`src/rtl/axi_lite_master_bridge.sv`:
```
// axi_lite_master_bridge
//   Turns a single-outstanding req/gnt/rvalid memory port into AXI-Lite
//   master transactions. One read or one write is in flight at a time; the
//   response comes back to the requester as a one-cycle rvalid_o pulse with
//   an error flag taken from bit 1 of the AXI response.
//
// Ports
//   clk_i, rst_i        clock, synchronous active-high reset
//   req_i/we_i/addr_i/wdata_i/be_i   request side (held until gnt_o)
//   gnt_o               request accepted (IDLE only)
//   rvalid_o/rdata_o/err_o           response pulse, read data, error
//   aw_* / w_* / b_*    AXI-Lite write address, data, response channels
//   ar_* / r_*          AXI-Lite read address, read data channels
//
// State | meaning
//   S_IDLE    | waiting for req_i; grants combinationally and captures
//   S_WR_REQ  | aw/w valids out, each drops after its own handshake
//   S_WR_RESP | b_ready high, waiting for the write response
//   S_RD_REQ  | ar_valid out, waiting for ar_ready
//   S_RD_RESP | r_ready high, waiting for read data
module axi_lite_master_bridge #(
   parameter int unsigned       MEM_AW    = 16,
   parameter int unsigned       DW        = 32,
   parameter int unsigned       AXI_AW    = 32,
   parameter logic [AXI_AW-1:0] ADDR_BASE = '0
) (
   input  logic              clk_i,
   input  logic              rst_i,

   input  logic              req_i,
   input  logic              we_i,
   input  logic [MEM_AW-1:0] addr_i,
   input  logic [DW-1:0]     wdata_i,
   input  logic [DW/8-1:0]   be_i,
   output logic              gnt_o,
   output logic              rvalid_o,
   output logic [DW-1:0]     rdata_o,
   output logic              err_o,

   output logic [AXI_AW-1:0] aw_addr_o,
   output logic [2:0]        aw_prot_o,
   output logic              aw_valid_o,
   input  logic              aw_ready_i,
   output logic [DW-1:0]     w_data_o,
   output logic [DW/8-1:0]   w_strb_o,
   output logic              w_valid_o,
   input  logic              w_ready_i,
   input  logic [1:0]        b_resp_i,
   input  logic              b_valid_i,
   output logic              b_ready_o,

   output logic [AXI_AW-1:0] ar_addr_o,
   output logic [2:0]        ar_prot_o,
   output logic              ar_valid_o,
   input  logic              ar_ready_i,
   input  logic [DW-1:0]     r_data_i,
   input  logic [1:0]        r_resp_i,
   input  logic              r_valid_i,
   output logic              r_ready_o
);

   localparam logic [2:0] S_IDLE    = 3'd0;
   localparam logic [2:0] S_WR_REQ  = 3'd1;
   localparam logic [2:0] S_WR_RESP = 3'd2;
   localparam logic [2:0] S_RD_REQ  = 3'd3;
   localparam logic [2:0] S_RD_RESP = 3'd4;

   logic [2:0]        r_state;
   logic [AXI_AW-1:0] r_axi_addr;
   logic [DW-1:0]     r_wdata;
   logic [DW/8-1:0]   r_strb;
   logic              r_aw_valid;
   logic              r_w_valid;
   logic              r_ar_valid;
   logic              r_rvalid;
   logic [DW-1:0]     r_rdata;
   logic              r_err;

   logic [AXI_AW-1:0] w_axi_addr;
   logic              w_aw_pend;
   logic              w_w_pend;
   logic              w_unused;

   // Only bit 1 of the AXI response (SLVERR/DECERR) matters to the requester.
   assign w_unused   = b_resp_i[0] ^ r_resp_i[0];

   assign w_axi_addr = ADDR_BASE | AXI_AW'(addr_i);

   // A channel is still pending while its valid is up and ready is not.
   assign w_aw_pend  = r_aw_valid && !aw_ready_i;
   assign w_w_pend   = r_w_valid  && !w_ready_i;

   always_ff @(posedge clk_i) begin
      if (rst_i) begin
         r_state    <= S_IDLE;
         r_axi_addr <= '0;
         r_wdata    <= '0;
         r_strb     <= '0;
         r_aw_valid <= 1'b0;
         r_w_valid  <= 1'b0;
         r_ar_valid <= 1'b0;
         r_rvalid   <= 1'b0;
         r_rdata    <= '0;
         r_err      <= 1'b0;
      end else begin
         r_rvalid <= 1'b0;
         r_err    <= 1'b0;
         case (r_state)
            S_IDLE: begin
               if (req_i) begin
                  r_axi_addr <= w_axi_addr;
                  if (we_i) begin
                     r_wdata    <= wdata_i;
                     r_strb     <= be_i;
                     r_aw_valid <= 1'b1;
                     r_w_valid  <= 1'b1;
                     r_state    <= S_WR_REQ;
                  end else begin
                     r_ar_valid <= 1'b1;
                     r_state    <= S_RD_REQ;
                  end
               end
            end
            S_WR_REQ: begin
               if (r_aw_valid && aw_ready_i) r_aw_valid <= 1'b0;
               if (r_w_valid && w_ready_i)   r_w_valid  <= 1'b0;
               // Covers both channels finishing together or in either order.
               if (!w_aw_pend && !w_w_pend) begin
                  r_wdata <= '0;
                  r_strb  <= '0;
                  r_state <= S_WR_RESP;
               end
            end
            S_WR_RESP: begin
               if (b_valid_i) begin
                  r_rvalid <= 1'b1;
                  r_err    <= b_resp_i[1];
                  r_state  <= S_IDLE;
               end
            end
            S_RD_REQ: begin
               if (ar_ready_i) begin
                  r_ar_valid <= 1'b0;
                  r_state    <= S_RD_RESP;
               end
            end
            S_RD_RESP: begin
               if (r_valid_i) begin
                  r_rvalid <= 1'b1;
                  r_rdata  <= r_data_i;
                  r_err    <= r_resp_i[1];
                  r_state  <= S_IDLE;
               end
            end
            default: r_state <= S_IDLE;
         endcase
      end
   end

   // Grant is a pure decode of state and req_i, so a new request can be
   // accepted in the same cycle the previous response pulses.
   assign gnt_o      = (r_state == S_IDLE) && req_i;
   assign rvalid_o   = r_rvalid;
   assign rdata_o    = r_rdata;
   assign err_o      = r_err;

   assign aw_addr_o  = r_axi_addr;
   assign aw_prot_o  = 3'b000;
   assign aw_valid_o = r_aw_valid;
   assign w_data_o   = r_wdata;
   assign w_strb_o   = r_strb;
   assign w_valid_o  = r_w_valid;
   assign b_ready_o  = (r_state == S_WR_RESP);

   assign ar_addr_o  = r_axi_addr;
   assign ar_prot_o  = 3'b000;
   assign ar_valid_o = r_ar_valid;
   assign r_ready_o  = (r_state == S_RD_RESP);

endmodule

```
`config.mk`:
```
export PLATFORM = sky130hd
export DESIGN_NAME = axi_lite_master_bridge
export DESIGN_NICKNAME = d
export VERILOG_FILES = /design/src/rtl/axi_lite_master_bridge.sv
export SDC_FILE = /design/constraint.sdc
export NUM_CORES = 1
export LEC_CHECK = 0
export BUFFER_PORTS_ARGS = -buffer_cell sky130_fd_sc_hd__buf_2
export CORE_UTILIZATION = 47
export CTS_CLUSTER_DIAMETER = 120
export DETAILED_ROUTE_END_ITERATION = 16
export GPL_TIMING_DRIVEN = 0
export PLACE_DENSITY = 0.86
export SLEW_MARGIN = 10
export SYNTH_ARGS = -nofsm -noshare
export SYNTH_HDL_FRONTEND = slang
export SYNTH_SLANG_ARGS = --single-unit
```
`constraint.sdc`:
```
create_clock -name clk_i -period 2.98 [get_ports clk_i]
set_clock_uncertainty 0.15 [all_clocks]
set_input_delay 0.596 -clock clk_i [delete_from_list [all_inputs] [get_ports clk_i]]
set_output_delay 0.596 -clock clk_i [all_outputs]
set_load 0.1 [all_outputs]
```
# ---- Word level (Yosys, flattened, before mapping)
# Cells that the tools add are included.
dict set report word_totals {
  ff_bits 92
  inputBits 97
  output_inout_bits 146
  wordCells 74
}
dict set report op_classes {
  eq_ne 13
  muxes 31
  reduce_logical 20
}
# operator count
set op_table {}
lappend op_table {{$mux 32} 3}
lappend op_table {{$pmux 32 s2} 1}
lappend op_table {{$ne 2x2->1 const B} 9}
lappend op_table {{$reduce_and 4->1} 4}
lappend op_table {{$mux 3} 5}
lappend op_table {{$pmux 3 s5} 1}
lappend op_table {{$mux 4} 3}
lappend op_table {{$mux 1} 11}
lappend op_table {{$pmux 1 s2} 5}
lappend op_table {{$pmux 4 s2} 1}
lappend op_table {{$eq 3x2->1 const B} 2}
lappend op_table {{$logic_and 1x1->1} 6}
lappend op_table {{$reduce_and 5->1} 1}
lappend op_table {{$logic_not 1->1} 4}
lappend op_table {{$reduce_and 2->1} 2}
lappend op_table {{$reduce_bool 2->1} 2}
lappend op_table {{$eq 3x1->1 const B} 1}
lappend op_table {{$eq 3x3->1 const B} 1}
lappend op_table {{$logic_not 3->1} 1}
lappend op_table {{$mux 2} 1}

# ---- Longest topological paths before layout
# Gate-level depths: netlist (run 1).
dict set report logic_depth {
  word_depth 6
  ltp_mapped 6
  depth_no_buf 4
}

# ---- Least setup slack after synthesis (run 1)
# No wires, ideal clock.
dict set report synth_path {
  kind {reg2out}
  startpoint {register r_state[0]}
  endpoint {output r_ready_o}
  arrival_ns 2.797
  required_time_ns 2.234
  slack_ns -0.563
  stages_incl_launch_ff 3
  n_path_buf 1
  cell_sequence {dfxtp_1 > clkbuf_1 > nor3b_1}
}
dict set report synth_via {
  elab_chain_len 1
}
# element line_no
set synth_rtl {}
lappend synth_rtl {{start, declared} 68} ;# logic [2:0] r_state;
lappend synth_rtl {{start signal, assigned} 95} ;# r_state <= S_IDLE;
lappend synth_rtl {{start signal, assigned} 117} ;# r_state <= S_WR_REQ;
lappend synth_rtl {{start signal, assigned} 120} ;# r_state <= S_RD_REQ;
lappend synth_rtl {{$eq 3x3->1} 178} ;# assign r_ready_o = (r_state == S_RD_RESP);
lappend synth_rtl {{end, declared} 59} ;# output logic r_ready_o
# Every way passes these cells.

# ---- Worst setup path after layout (run 1)
dict set report layout_path {
  startpoint {register r_state[0]}
  endpoint {output gnt_o}
}
dict set report layout_via {
  elab_chain_len 2
}
# element line_no
set layout_rtl {}
lappend layout_rtl {{$logic_not 3->1} 162} ;# assign gnt_o = (r_state == S_IDLE) && req_i;
lappend layout_rtl {{$logic_and 1x1->1} 162}
lappend layout_rtl {{end, declared} 35} ;# output logic gnt_o,
# Every way passes these cells.

==> flow_results.xml, run 1 <==
<?xml version="1.0" encoding="UTF-8"?>
<metrics>
  <group name="outcome">
    <metric name="status" unit="">finished, final reports clean</metric>
  </group>
  <group name="synth">
    <metric name="syn-instance-count" unit="">474</metric>
    <metric name="synth_xor_area_share" unit="%">0</metric>
    <metric name="synthesis.area" unit="sq mm">0.004051</metric>
    <metric name="mean_post_synth_cell_area" unit="sq um">8.547</metric>
    <metric name="main_combinational_cell_family_by_area_after_synthesis" unit="">simple AND/OR/NAND/NOR gates</metric>
    <metric name="synthAdderAreaFrac" unit="%">0</metric>
    <metric name="synth_simple_gate_area_share" unit="%">21.80</metric>
    <metric name="synthesis.yosys.warnings" unit="">0</metric>
    <metric name="yosys-mux-area-fraction" unit="%">8.894</metric>
    <metric name="synth_seq_area_share" unit="%">45.46</metric>
    <metric name="ys_ff_latch" unit="">92</metric>
    <metric name="complex_gate_fraction_of_the_synthesized_area" unit="%">8.616</metric>
    <metric name="count_of_different_cell_masters_after_synthesis" unit="">34</metric>
  </group>
  <group name="routing">
    <metric name="dr_wl_met2" unit="um">5011</metric>
    <metric name="wl_met3" unit="um">912</metric>
    <metric name="wire_per_inst" unit="um">11.96</metric>
    <metric name="num_vias" unit="">3807</metric>
    <metric name="avgViaCountPerCell" unit="">4.565</metric>
    <metric name="top_signal_layer_used" unit="">met4</metric>
    <metric name="drt.antenna.violating_nets" unit="">0</metric>
    <metric name="totalWireLength" unit="um">9973</metric>
    <metric name="dr_drc_count" unit="">0</metric>
    <metric name="first_iter_violations" unit="">71</metric>
    <metric name="drtPass1Iterations" unit="">4</metric>
    <metric name="met1Wirelength" unit="um">3873</metric>
  </group>
  <group name="floorplan">
    <metric name="rows" unit="">33</metric>
    <metric name="die-height" unit="um">94.85</metric>
    <metric name="top_level_ports" unit="">243</metric>
    <metric name="start_util" unit="%">48.82</metric>
    <metric name="fp.dieArea" unit="sq mm">0.008996</metric>
    <metric name="floorplan.die.width" unit="um">94.85</metric>
    <metric name="placeableCoreArea" unit="sq mm">0.008299</metric>
  </group>
  <group name="timing">
    <metric name="worst-slew-pin-transition" unit="ps">604.6</metric>
    <metric name="fin_worst_hold_slack" unit="ps">307.6</metric>
    <metric name="rsz_0062_raised_after_global_routing" unit="">no</metric>
    <metric name="post-route-min-period" unit="ps">2866</metric>
    <metric name="final_slew_viol_count" unit="">0</metric>
    <metric name="hold_viol" unit="">0</metric>
    <metric name="max_freq" unit="GHz">0.3489</metric>
    <metric name="maxSlewHeadroom" unit="%">59.54</metric>
    <metric name="fin_tns_setup" unit="ps">0</metric>
    <metric name="setup_viol" unit="">0</metric>
    <metric name="period_share" unit="%">96.17</metric>
  </group>
  <group name="global_route">
    <metric name="grt_pass1_wl" unit="um">14890</metric>
    <metric name="grt.total_usage" unit="%">21.06</metric>
    <metric name="grt_max_degree" unit="">15</metric>
    <metric name="global_route_congestion_overflow_total" unit="">0</metric>
    <metric name="vias_in_the_first_global_route" unit="">3466</metric>
    <metric name="antenna_found_initial" unit="">0</metric>
  </group>
  <group name="final_layout">
    <metric name="final_nets" unit="">821</metric>
    <metric name="final_cell_area" unit="sq mm">0.005558</metric>
    <metric name="ff_latch_area" unit="sq mm">0.001842</metric>
    <metric name="filler_cell_count" unit="">712</metric>
    <metric name="multi_input_area" unit="sq mm">0.001740</metric>
    <metric name="final_layout_size_suffix_gt1_share" unit="%">38.68</metric>
    <metric name="antenna_cells_inserted" unit="">0</metric>
    <metric name="final_util" unit="%">66.97</metric>
    <metric name="area_delta_synth_final" unit="%">37.18</metric>
  </group>
  <group name="cts">
    <metric name="cts_hold_repair.buffers" unit="">0</metric>
    <metric name="cts_root_buffer" unit="">clkbuf_8</metric>
    <metric name="cts_resized" unit="">1</metric>
    <metric name="cts.htree.levels" unit="">3</metric>
    <metric name="cts_tree" unit="">yes</metric>
    <metric name="cts.reportedPaths.clkPinSlew" unit="ps">90</metric>
    <metric name="tritoncts.num_buffers" unit="">9</metric>
    <metric name="post-cts-setup-buffers" unit="">0</metric>
    <metric name="clk_path_buf_depth" unit="">2</metric>
    <metric name="worst_skew_pair.late_latency" unit="ps">340</metric>
    <metric name="cts_num_sinks" unit="">92</metric>
  </group>
  <group name="placement">
    <metric name="post_dp_cell_area" unit="sq mm">0.005338</metric>
    <metric name="placement.io_buffers" unit="">202</metric>
    <metric name="finalWeightedCongestion" unit="">0.7706</metric>
    <metric name="hpwlAfterDp" unit="um">8011</metric>
  </group>
  <group name="setup_path">
    <metric name="critPathMaxFanout" unit="">10</metric>
    <metric name="cp-start-kind" unit="">flip-flop</metric>
    <metric name="required" unit="ps">2230</metric>
    <metric name="critical_path.endpoint_type" unit="">output port</metric>
    <metric name="setup.worst_path.class" unit="">flip-flop to output port</metric>
    <metric name="worst-endpoint-arrival" unit="ps">2120</metric>
  </group>
  <group name="worst_hold_path">
    <metric name="worst_hold_path_type" unit="">flip-flop to flip-flop</metric>
  </group>
  <group name="pwr">
    <metric name="power.combinational.fraction" unit="%">38.0</metric>
    <metric name="power.net_switching" unit="mW">1.545</metric>
    <metric name="leakage_component_of_the_power" unit="nW">2.799</metric>
    <metric name="power_frac_clock" unit="%">25.0</metric>
    <metric name="power_density" unit="mW/mm^2">653.8</metric>
    <metric name="peakVddDrop" unit="mV">0.3135</metric>
    <metric name="sw_frac_of_total" unit="%">42.51</metric>
    <metric name="seq_power_share" unit="%">37.0</metric>
    <metric name="cell_internal_power" unit="mW">2.089</metric>
  </group>
  <group name="job">
    <metric name="max_cap_viol_count" unit="">0</metric>
  </group>
</metrics>
critical path: stages (launching register included):
cell      delay [ps]
dfxtp_1          370
or4b_1           510
buf_6            160
clkinv_1         160
buf_2            250
buf_4            320
cell type report:
class | count | share of cell area [%]
Multi-Input combinational cell | 329 | 31.31
Clock buffer | 12 | 2.611
Inverter | 5 | 0.3377
Timing Repair Buffer | 202 | 18.23
Sequential cell | 92 | 33.14
Clock inverter | 4 | 1.306
Tap cell | 105 | 2.364
Buffer | 85 | 10.69
Yosys cell counts (all sizes together):
cell type  number  area (sq um)
nand2         133         499.2
dfxtp          92          1842
buf            63         511.7
a21oi          52         260.3
nand2b         38         237.7
mux2i          36         360.4
clkbuf         22         82.58
nor2b           5         31.28
inv             4         15.01
nor2            4         15.01
or3b            3         28.78
a21o            2         15.01
a22oi           2         15.01
nor3            2         10.01
o21ai           2         10.01
a2111oi         1         8.760
a32oi           1         8.760
clkinv          1         3.750
conb            1         3.750
nand3b          1         7.510
nand4b          1         8.760
nand4bb         1         11.26
nor3b           1         7.510
nor4            1         6.260
nor4bb          1         10.01
o21bai          1         7.510
o31ai           1         7.510
o32ai           1         16.27
or4b            1         10.01
placed cells by master, fill, tap and decap left out, types with 5 or more instances in the layout:
cell      count
buf_4        55
dfxtp_1      92
nand2b_1     38
a21oi_1      52
nor2b_1       5
buf_2       202
nand2_1     133
mux2i_1      36
clkbuf_8     10
conb_1       38
clkbuf_1     24
through the flow:
| step | std cells | power, mW | worst slack [ps] |
|---|---|---|---|
| after floorplan | 511 | 2.546 | 292.0 |
| after global placement | 818 | 2.734 | 61.87 |
| after detailed placement | 818 | 2.753 | 55.13 |
| after CTS | 834 | 3.665 | 97.16 |
| after global routing | 834 | 3.774 | 0.1810 |
| final | 834 | 3.634 | 114.0 |
routing by layer:
metal,up-vias,track usage [%]
met5,-,0
met4,0,7.955
met3,14,6.844
met2,154,38.55
met1,1704,22.24
li1,1935,-
state kept, by name, summed over array words and instances (netlist names):
signal	cells
ar_addr_o	16
ar_valid_o	1
aw_valid_o	1
err_o	1
r_state	3
rdata_o	32
rvalid_o	1
w_data_o	32
w_strb_o	4
w_valid_o	1
power groups by stage:
stage	sequential (mW)	combinational [mW]	clock (mW)
2_1_floorplan	1.87	0.676	0
3_3_place_gp	1.37	1.37	0
3_5_place_dp	1.37	1.38	0
4_1_cts	1.34	1.38	0.938
5_1_grt	1.35	1.44	0.986
6_report	1.34	1.38	0.910
cell families (layout without fill, tap and decap cells):
logic type / count (synthesis) / count (layout)
and+or+nand+nor: 192 / 192
DFF: 92 / 92
other: 1 / 38
AOI/OAI and AO/OA: 63 / 63
buffers and inverters: 90 / 308
muxes: 36 / 36
worst paths after layout:
| check | from | end | slack, ps | cells past startpoint |
|---|---|---|---|---|
| worst min register to register | rdata_o[27] | rdata_o[27] | 310 | 2 |
| worst max register to register | r_state[0] | w_data_o[22] | 930 | 5 |
| worst max-delay path | r_state[0] | gnt_o | 110 | 5 |
| worst min-delay path | rdata_o[27] | rdata_o[27] | 310 | 2 |
(Power assumes the default switching activity.)
==> run 2, diff against run 1 <==
- clock period: 2.98 -> 3.3 ns (I/O delays scaled with it)
==> flow_results.xml, run 2 (synthesis gave the netlist of run 1 again) <==
<?xml version="1.0" encoding="UTF-8"?>
<metrics>
  <group name="final_layout">
    <metric name="final_util" unit="%">66.94</metric>
    <metric name="final_nets" unit="">821</metric>
    <metric name="area_delta_synth_final" unit="%">37.12</metric>
    <metric name="final_cell_mix" unit="">203 x buf_2, 133 x nand2_1, 92 x dfxtp_1</metric>
    <metric name="final_common_cell" unit="">buf_2</metric>
    <metric name="antenna_cells_inserted" unit="">0</metric>
    <metric name="final_layout_size_suffix_gt1_share" unit="%">38.68</metric>
  </group>
  <group name="timing">
    <metric name="post-route-min-period" unit="ps">3065</metric>
    <metric name="rsz_0062_raised_after_global_routing" unit="">no</metric>
    <metric name="maxSlewHeadroom" unit="%">59.54</metric>
    <metric name="period_share" unit="%">92.87</metric>
    <metric name="setup_viol" unit="">0</metric>
    <metric name="worst-slew-pin-transition" unit="ps">604.6</metric>
    <metric name="final_slew_viol_count" unit="">0</metric>
    <metric name="max_freq" unit="GHz">0.3263</metric>
    <metric name="hold_viol" unit="">0</metric>
    <metric name="fin_tns_setup" unit="ps">0</metric>
  </group>
  <group name="routing">
    <metric name="drtPass1Iterations" unit="">4</metric>
    <metric name="totalWireLength" unit="um">9973</metric>
    <metric name="avgViaCountPerCell" unit="">4.565</metric>
    <metric name="first_iter_violations" unit="">71</metric>
    <metric name="dr_drc_count" unit="">0</metric>
    <metric name="wire_per_inst" unit="um">11.96</metric>
    <metric name="drt.antenna.violating_nets" unit="">0</metric>
    <metric name="num_vias" unit="">3807</metric>
  </group>
  <group name="worst_hold_path">
    <metric name="hold-path-endpoint" unit="">rdata_o[27]</metric>
    <metric name="worst_hold_path_type" unit="">flip-flop to flip-flop</metric>
    <metric name="whs_path_depth" unit="">2</metric>
    <metric name="hold_path_startpoint" unit="">rdata_o[27]</metric>
  </group>
  <group name="setup_path">
    <metric name="setup.reg_to_reg.worst_slack" unit="ps">1250</metric>
    <metric name="r2r.worst_path.cells" unit="">5</metric>
    <metric name="r2r_end" unit="">w_data_o[22]</metric>
    <metric name="required" unit="ps">2490</metric>
    <metric name="setup.worst_path.class" unit="">primary input to output port</metric>
    <metric name="worst-endpoint-arrival" unit="ps">2250</metric>
    <metric name="cp-start-kind" unit="">primary input</metric>
    <metric name="critPathMaxFanout" unit="">10</metric>
    <metric name="critical_path.endpoint_type" unit="">output port</metric>
    <metric name="crit-reg2reg-launch" unit="">r_state[0]</metric>
  </group>
  <group name="placement">
    <metric name="finalWeightedCongestion" unit="">0.7706</metric>
    <metric name="hpwlAfterDp" unit="um">8011</metric>
    <metric name="placement.io_buffers" unit="">202</metric>
  </group>
  <group name="floorplan">
    <metric name="fp.dieArea" unit="sq mm">0.008996</metric>
    <metric name="rows" unit="">33</metric>
    <metric name="die-height" unit="um">94.85</metric>
    <metric name="top_level_ports" unit="">243</metric>
    <metric name="floorplan.die.width" unit="um">94.85</metric>
    <metric name="start_util" unit="%">48.82</metric>
    <metric name="placeableCoreArea" unit="sq mm">0.008299</metric>
  </group>
  <group name="job">
    <metric name="max_cap_viol_count" unit="">0</metric>
  </group>
  <group name="global_route">
    <metric name="antenna_found_initial" unit="">0</metric>
    <metric name="vias_in_the_first_global_route" unit="">3466</metric>
    <metric name="grt_max_degree" unit="">15</metric>
    <metric name="grt_pass1_wl" unit="um">14890</metric>
    <metric name="global_route_congestion_overflow_total" unit="">0</metric>
    <metric name="grt.total_usage" unit="%">21.06</metric>
  </group>
  <group name="cts">
    <metric name="cts_tree" unit="">yes</metric>
    <metric name="clk_path_buf_depth" unit="">2</metric>
    <metric name="worst_skew_pair.late_latency" unit="ps">340</metric>
    <metric name="cts.htree.levels" unit="">3</metric>
    <metric name="cts_num_sinks" unit="">92</metric>
    <metric name="cts_hold_repair.buffers" unit="">0</metric>
    <metric name="cts_resized" unit="">0</metric>
    <metric name="cts.reportedPaths.clkPinSlew" unit="ps">90</metric>
    <metric name="cts_root_buffer" unit="">clkbuf_8</metric>
    <metric name="tritoncts.num_buffers" unit="">9</metric>
    <metric name="post-cts-setup-buffers" unit="">0</metric>
  </group>
  <group name="pwr">
    <metric name="peakVddDrop" unit="mV">0.2831</metric>
    <metric name="power_density" unit="mW/mm^2">590.5</metric>
    <metric name="leakage_component_of_the_power" unit="nW">2.799</metric>
  </group>
  <group name="outcome">
    <metric name="status" unit="">finished, final reports clean</metric>
  </group>
</metrics>
## run 2: changes by cell type in the layout (fill, tap and decap cells not counted)
| cell | previous run | this run |
|---|---|---|
| buf_4 | 55 | 54 |
| buf_2 | 202 | 203 |
## run 2: per-layer routing
layer / wire (um) / vias to the layer above / global-route usage, %
met3: 912 / 14 / 6.844
met4: 175 / 0 / 7.955
met2: 5010 / 154 / 38.55
met5: 0 / - / 0
li1: - / 1935 / -
met1: 3873 / 1704 / 22.24
## run 2: through the flow
stage | setup slack (ps) | instances | hold WS, ps | instance area (sq um) | power, mW
after global routing | 120.6 | 834 | 322.8 | 5555 | 3.407
after global placement | 253.9 | 818 | 289.2 | 5338 | 2.469
after CTS | 220.6 | 834 | 311.1 | 5555 | 3.309
final | 235.4 | 834 | 307.6 | 5555 | 3.280
after detailed placement | 247.1 | 818 | 297.6 | 5338 | 2.486
after floorplan | 548.0 | 511 | 454.9 | 4195 | 2.299
## run 2: cell type report
type / instances / area (sq um)
Fill cell: 712 / 2744
Sequential cell: 92 / 1842
Multi-Input combinational cell: 329 / 1740
Timing Repair Buffer: 202 / 1011
Buffer: 85 / 594.3
Clock buffer: 12 / 145.1
Tap cell: 105 / 131.4
Clock inverter: 4 / 72.57
Inverter: 5 / 18.77
## run 2: how the worst max path moves through the flow
stage                     depth (start not counted)  slack [ps]  startpoint         to
after CTS                                         5         220  r_state[0]      gnt_o
after global placement                            6         250       req_i      gnt_o
after global routing                              5         120  r_state[0]      gnt_o
after floorplan                                   3         550  r_state[1]  b_ready_o
final                                             6         240       req_i      gnt_o
after detailed placement                          6         250       req_i      gnt_o
## run 2: power by group
part / total, mW / internal (mW) / switching, mW
Combinational: 1.25 / 0.262 / 0.983
Sequential: 1.21 / 1.18 / 0.0378
Clock: 0.822 / 0.447 / 0.374
Total: 3.28 / 1.89 / 1.39
## run 2: worst max-delay path: stages
cell      delay, ps
buf_2           100
or4b_1          460
buf_6           160
clkinv_1        160
buf_2           240
buf_2           450
